`config.mk`:
```
export PLATFORM = sky130hd
export DESIGN_NAME = ifetch_unit_flat
export DESIGN_NICKNAME = d
export VERILOG_FILES = /design/src/rtl/ifetch_unit_if.sv /design/src/rtl/ifetch_unit.sv /design/src/flat_wrapper.sv
export SDC_FILE = /design/constraint.sdc
export NUM_CORES = 1
export LEC_CHECK = 0
export BUFFER_PORTS_ARGS = -buffer_cell sky130_fd_sc_hd__buf_2
export CAP_MARGIN = 20
export CORE_MARGIN = 3
export CORE_UTILIZATION = 35
export CTS_CLUSTER_DIAMETER = 120
export DETAILED_ROUTE_END_ITERATION = 8
export GPL_TIMING_DRIVEN = 0
export PLACE_DENSITY_LB_ADDON = 0.15
export SYNTH_ARGS = -nofsm -noshare
export SYNTH_HDL_FRONTEND = slang
export SYNTH_SLANG_ARGS = --single-unit
```
`constraint.sdc`:
```
create_clock -name clock -period 29.8 [get_ports clock]
set_input_delay 4.47 -clock clock [delete_from_list [all_inputs] [get_ports clock]]
set_output_delay 4.47 -clock clock [all_outputs]
set_load 0.01 [all_outputs]
```
`src/rtl/ifetch_unit_if.sv`:
```
// Instruction-fetch bus bundle: PC request channel, instruction-memory port,
// flush and the decoded-instruction output channel.
// The fetch unit itself connects through the slave modport; the environment
// (PC unit, memory, decode) drives through the master modport.
interface ifetch_unit_if #(
  parameter int ADDR_W = 14
);
  logic [31:0]       pc_in;
  logic              pc_valid;
  logic              pc_ready;
  logic              imem_en;
  logic [ADDR_W-1:0] imem_addr;
  logic [31:0]       imem_rdata;
  logic              flush;
  logic [31:0]       inst_out;
  logic [31:0]       inst_pc;
  logic              inst_valid;
  logic              inst_ready;
  logic              fetch_err;

  modport master (
    output pc_in, pc_valid, imem_rdata, flush, inst_ready,
    input  pc_ready, imem_en, imem_addr, inst_out, inst_pc, inst_valid, fetch_err
  );

  modport slave (
    input  pc_in, pc_valid, imem_rdata, flush, inst_ready,
    output pc_ready, imem_en, imem_addr, inst_out, inst_pc, inst_valid, fetch_err
  );
endinterface

```
`src/rtl/ifetch_unit.sv`:
```
// Instruction fetch unit: accepts PCs, issues synchronous reads to instruction
// memory, and queues the returned words with their PCs in a DEPTH-entry FIFO
// that feeds decode. A PC accepted in cycle N is visible at the head in N+2.
// Optional feature: define IFETCH_MISALIGN_CHECK_EN to turn misaligned PCs
// into nop entries flagged by a one-cycle fetch_err pulse.
// DEPTH must be a power of two (>= 2) so the pointers wrap for free.
module ifetch_unit #(
  parameter int ADDR_W = 14,
  parameter int DEPTH  = 4
) (
  input logic          clock,
  input logic          reset,
  ifetch_unit_if.slave bus
);
  localparam int PTR_W = $clog2(DEPTH);
  localparam int CNT_W = PTR_W + 1;
  localparam logic [CNT_W:0] DEPTH_C = (CNT_W + 1)'(DEPTH);

  logic [PTR_W-1:0] head;
  logic [PTR_W-1:0] tail;
  logic [CNT_W-1:0] count;
  logic             inflight;
  logic [31:0]      pc_q;
  logic [31:0]      buf_inst [DEPTH];
  logic [31:0]      buf_pc   [DEPTH];

  logic [CNT_W:0]   used;
  logic             accept;
  logic             push;
  logic             pop;
  logic [31:0]      wr_inst;

  // Slots already committed: buffered entries plus the read still in flight,
  // so a returning word always has a free entry waiting for it.
  assign used   = {1'b0, count} + {{CNT_W{1'b0}}, inflight};
  assign bus.pc_ready = !reset && !bus.flush && (used < DEPTH_C);
  assign accept = bus.pc_valid && bus.pc_ready;

  // Memory address follows pc_in every cycle; only imem_en qualifies it.
  assign bus.imem_addr = bus.pc_in[ADDR_W+1:2];

  // Returned data is written the cycle after issue unless flush kills it.
  assign push = inflight && !bus.flush;
  assign pop  = (count != '0) && bus.inst_ready && !bus.flush;

`ifdef IFETCH_MISALIGN_CHECK_EN
  logic misaligned;
  logic mis_q;

  assign misaligned    = bus.pc_in[1:0] != 2'b00;
  // A misaligned request still takes a slot but never touches memory.
  assign bus.imem_en   = accept && !misaligned;
  assign wr_inst       = mis_q ? 32'h0000_0000 : bus.imem_rdata;
  assign bus.fetch_err = push && mis_q;
`else
  assign bus.imem_en   = accept;
  assign wr_inst       = bus.imem_rdata;
  assign bus.fetch_err = 1'b0;
`endif

  assign bus.inst_valid = count != '0;
  assign bus.inst_out   = buf_inst[head];
  assign bus.inst_pc    = buf_pc[head];

  // Pointer, occupancy and in-flight tracking; flush wipes everything.
  always_ff @(posedge clock or posedge reset) begin
    if (reset) begin
      head     <= '0;
      tail     <= '0;
      count    <= '0;
      inflight <= 1'b0;
      pc_q     <= 32'h0;
`ifdef IFETCH_MISALIGN_CHECK_EN
      mis_q    <= 1'b0;
`endif
    end else if (bus.flush) begin
      head     <= '0;
      tail     <= '0;
      count    <= '0;
      inflight <= 1'b0;
    end else begin
      inflight <= accept;
      if (accept) begin
        pc_q <= bus.pc_in;
`ifdef IFETCH_MISALIGN_CHECK_EN
        mis_q <= misaligned;
`endif
      end
      if (push) tail <= tail + PTR_W'(1);
      if (pop)  head <= head + PTR_W'(1);
      case ({push, pop})
        2'b10:   count <= count + CNT_W'(1);
        2'b01:   count <= count - CNT_W'(1);
        default: count <= count;
      endcase
    end
  end

  // Buffer storage: tail entry captures the returning word and its PC.
  always_ff @(posedge clock or posedge reset) begin
    if (reset) begin
      for (int i = 0; i < DEPTH; i++) begin
        buf_inst[i] <= 32'h0;
        buf_pc[i]   <= 32'h0;
      end
    end else if (push) begin
      buf_inst[tail] <= wr_inst;
      buf_pc[tail]   <= pc_q;
    end
  end

  // Occupancy plus outstanding read never exceeds the buffer size.
  a_no_overflow: assert property (@(posedge clock) disable iff (reset) used <= DEPTH_C);

endmodule
```
`src/flat_wrapper.sv`:
```
// flat-port wrapper written by rule: the top's interface ports become plain ports
module ifetch_unit_flat 
#(
  parameter int ADDR_W = 14,
  parameter int DEPTH  = 4
)
  (clock, reset, bus_pc_in, bus_pc_valid, bus_imem_rdata, bus_flush, bus_inst_ready, bus_pc_ready, bus_imem_en, bus_imem_addr, bus_inst_out, bus_inst_pc, bus_inst_valid, bus_fetch_err);
  ifetch_unit_if #(.ADDR_W(ADDR_W)) bus_i ();
  input logic clock;
  input logic reset;
  input wire logic [$bits(bus_i.pc_in)-1:0] bus_pc_in;
  input wire logic [$bits(bus_i.pc_valid)-1:0] bus_pc_valid;
  input wire logic [$bits(bus_i.imem_rdata)-1:0] bus_imem_rdata;
  input wire logic [$bits(bus_i.flush)-1:0] bus_flush;
  input wire logic [$bits(bus_i.inst_ready)-1:0] bus_inst_ready;
  output wire logic [$bits(bus_i.pc_ready)-1:0] bus_pc_ready;
  output wire logic [$bits(bus_i.imem_en)-1:0] bus_imem_en;
  output wire logic [$bits(bus_i.imem_addr)-1:0] bus_imem_addr;
  output wire logic [$bits(bus_i.inst_out)-1:0] bus_inst_out;
  output wire logic [$bits(bus_i.inst_pc)-1:0] bus_inst_pc;
  output wire logic [$bits(bus_i.inst_valid)-1:0] bus_inst_valid;
  output wire logic [$bits(bus_i.fetch_err)-1:0] bus_fetch_err;
  assign bus_i.pc_in = bus_pc_in;
  assign bus_i.pc_valid = bus_pc_valid;
  assign bus_i.imem_rdata = bus_imem_rdata;
  assign bus_i.flush = bus_flush;
  assign bus_i.inst_ready = bus_inst_ready;
  assign bus_pc_ready = bus_i.pc_ready;
  assign bus_imem_en = bus_i.imem_en;
  assign bus_imem_addr = bus_i.imem_addr;
  assign bus_inst_out = bus_i.inst_out;
  assign bus_inst_pc = bus_i.inst_pc;
  assign bus_inst_valid = bus_i.inst_valid;
  assign bus_fetch_err = bus_i.fetch_err;
  ifetch_unit #(.ADDR_W(ADDR_W), .DEPTH(DEPTH)) u_core (.clock(clock), .reset(reset), .bus(bus_i));
endmodule
```
==> results.ini <==
[die]
dieHeight_um=208
core_mm2=0.0400
rows=73
io_pins=151
initial_core_util=0.357
die_w_um=208
die-area_mm2=0.0432

[detailed_routing]
drtIter0Drc=315
avgRoutedWirePerCell_um=20.8
postRouteAntennaNets=0
vias=7047
drcViolationCount=0
totalWireLength_um=31000
drt_pre_antenna_iters=4
drt-vias-per-instance=4.72

[power_and_ir_drop]
leakagePower_nw=8.70
pwr_density_cell_mw_per_mm2=79.9
p_switching_mw=0.376
swShare=0.278
power_frac_comb=0.275
clock_power_share=0.329
worst_ir_drop_vdd_v=0.0000308
p_int_mw=0.976
total_power_mw=1.35
seqPwrFrac=0.396

[min_path]
hp-start=u_core.buf_inst[63]$_DFFE_PP0P_
min_to=u_core.buf_inst[63]$_DFFE_PP0P_
whs_path_depth=1
hp-class=flop to flop

[synth]
avgSynthCellArea_um2=18.9
ys_seq_area_frac=0.519
synth_top_area_frac=0.519
ys_top_cells_by_area=dfrtp_1 52%, mux2_4 28%, mux4_2 10%
yosys.area.top_type=dfrtp_1
ys_warn_count=0
postSynthCellCount=756
ys_seq_elements=296
yosys.cell_types.count=34
netlist_area_mm2=0.0143
synthesis.nets=830

[global_routing]
grt_pass1_vias=8044
grt_max_degree=106
grt_usage=0.146
overflow=0
antenna_found_initial=1
grt_pass1_wl_um=49400

[setup_path]
path_class=primary input to primary output
crit_family=buffers and inverters
crit_path_top_delay_cell=nor3_4
crit_buf_inv=4
cp_cell_sequence=buf_6 > nor3_4 > nand3_4 > buf_6 > inv_1 > buf_2
crit_arrival_ns=5.43
cp-start-kind=primary input
worst-path-max-fanout=10
r2r_cells=6
rr_endpoint=u_core.count[2]$_DFFE_PP0P_
worst_ep_required_time_ns=25.33
cp_slowest_stage_delay_ns=0.23
reg2reg_slack_ns=27.60
worst_setup_path_end_kind=primary output
timing.rr.start=u_core.count[1]$_DFFE_PP0P_
cp_common_cell=buf_6

[cts]
worstSkewPairLatency_ns=0.53
cts_root_buf=clkbuf_16
clockBufferDepth=3
cts_made_buffers=36
cts_tree=yes
post-cts-setup-buffers=0
clock_sinks=296
htreeDepth=2
postCtsHoldBufs=0
cts.reportedPaths.clkPinSlew_ns=0.05
cts_resized=0

[timing]
finalCritPeriodShare=0.332
relSlewSlack=0.544
setup_viol=0
worst_slew_pin_slew_ns=0.684
tns_ns=0
slew_violations=0
post-route-min-period_ns=9.90
clock_skew_ns=0.0170
setup_slack_ns=19.90
fin_hold_ws_ns=0.498
fmax_mhz=101
finalHoldViolCount=0
rsz0062_at_grt=false

[final_layout]
area_growth_pct=18.5
n_fill_cell=3595
fin_nets=1018
drive_above_1_share=0.640

[run_status]
status=completed

[flow_run]
cap_violations=0

[placement]
port-buffer-count=148
place_congestion=0.709
dp_hpwl_um=19500
place_worst_setup_slack_ns=19.88

-- worst max-delay path by stage --
stage / from / to / cells after the start
after floorplan: reset / u_core.buf_inst[0]$_DFFE_PP0P_ / 1
after global placement: reset / u_core.buf_inst[109]$_DFFE_PP0P_ / 2
after detailed placement: bus_flush / bus_imem_en / 6
after CTS: bus_flush / bus_imem_en / 6
after global routing: bus_flush / bus_imem_en / 6
final: bus_flush / bus_imem_en / 6
-- registers in the layout, indices dropped and copies added (netlist names) --
register,cells
u_core.head,2
u_core.inflight,1
u_core.buf_inst,128
u_core.count,3
u_core.buf_pc,128
u_core.pc_q,32
u_core.tail,2
-- power by group through the flow --
stage          Sequential (mW)  Combinational, mW  Clock, mW
5_1_grt                  0.549              0.401      0.473
3_5_place_dp             0.540              0.383          0
6_report                 0.536              0.372      0.444
4_1_cts                  0.536              0.383      0.460
2_1_floorplan            0.522              0.270          0
3_3_place_gp             0.542              0.377          0
-- placed cells by master (no fill, tap or decap), types with 2 or more instances in the layout --
cell type,instances
a221oi_1,2
buf_12,25
buf_16,2
buf_2,156
buf_4,22
buf_6,4
bufinv_16,4
clkbuf_1,11
clkbuf_16,37
clkbuf_8,5
clkinv_2,3
dfrtp_1,296
ha_1,4
inv_1,5
mux2_2,20
mux2_4,268
mux4_2,64
nand2_8,4
nand3_1,2
nor2_1,7
nor3_1,2
xnor2_1,3
xor2_1,2
-- Yosys cell counts (all sizes together) --
master and n:
o311ai 1, nand2 4, ha 4, xnor2 3
nand3 3, a22o 1, nand3b 1, xor2 2
fa 1, nor3 3, o31ai 1, mux2 288
nand4b 1, mux4 64, inv 6, a31oi 1
conb 1, o21a 1, buf 59, nor2 7
and2 1, a21oi 1, and3 1, nor2b 2
dfrtp 296, mux2i 1, a221oi 2
-- per-stage QoR --
stage | cell area, um^2 | std cells | util
2_1_floorplan | 14300 | 756 | -
3_3_place_gp | 15700 | 1429 | 0.392
3_5_place_dp | 15700 | 1431 | 0.393
4_1_cts | 16900 | 1492 | 0.423
5_1_grt | 16900 | 1492 | 0.423
6_report | 16900 | 1493 | 0.423
-- layer usage --
layer	part of all wire	track usage	vias up
met3	0.044	0.0317	46
met2	0.46	0.225	126
met1	0.48	0.208	3725
li1	-	-	3148
met4	0.020	0.0419	2
met5	0.00042	0	-
-- cell families (layout without fill, tap and decap cells) --
| group | after synthesis | in the layout | synth area share |
|---|---|---|---|
| DFF | 296 | 296 | 0.519 |
| AOI/OAI and AO/OA | 8 | 8 | 0.00430 |
| xor gates and xnor gates | 5 | 5 | 0.00307 |
| adders and majority gates | 5 | 5 | 0.00491 |
| other | 1 | 2 | 0.000263 |
| muxes | 353 | 353 | 0.400 |
| buffers and inverters | 65 | 276 | 0.0542 |
| and+or+nand+nor | 23 | 23 | 0.0146 |
-- layout make-up --
cell class | count | area [um^2] | area share
diodes | 1 | 2.50 | 0.000148
plain buffers | 59 | 751 | 0.0444
clock buffers | 53 | 1040 | 0.0613
clock inverters | 8 | 144 | 0.00851
inverters | 6 | 30.0 | 0.00178
multi-input cells | 395 | 6090 | 0.360
flip-flops and latches | 296 | 7410 | 0.438
well taps | 525 | 657 | 0.0388
repair buffers | 150 | 796 | 0.0471
Power figures use the tool's default switching activity.
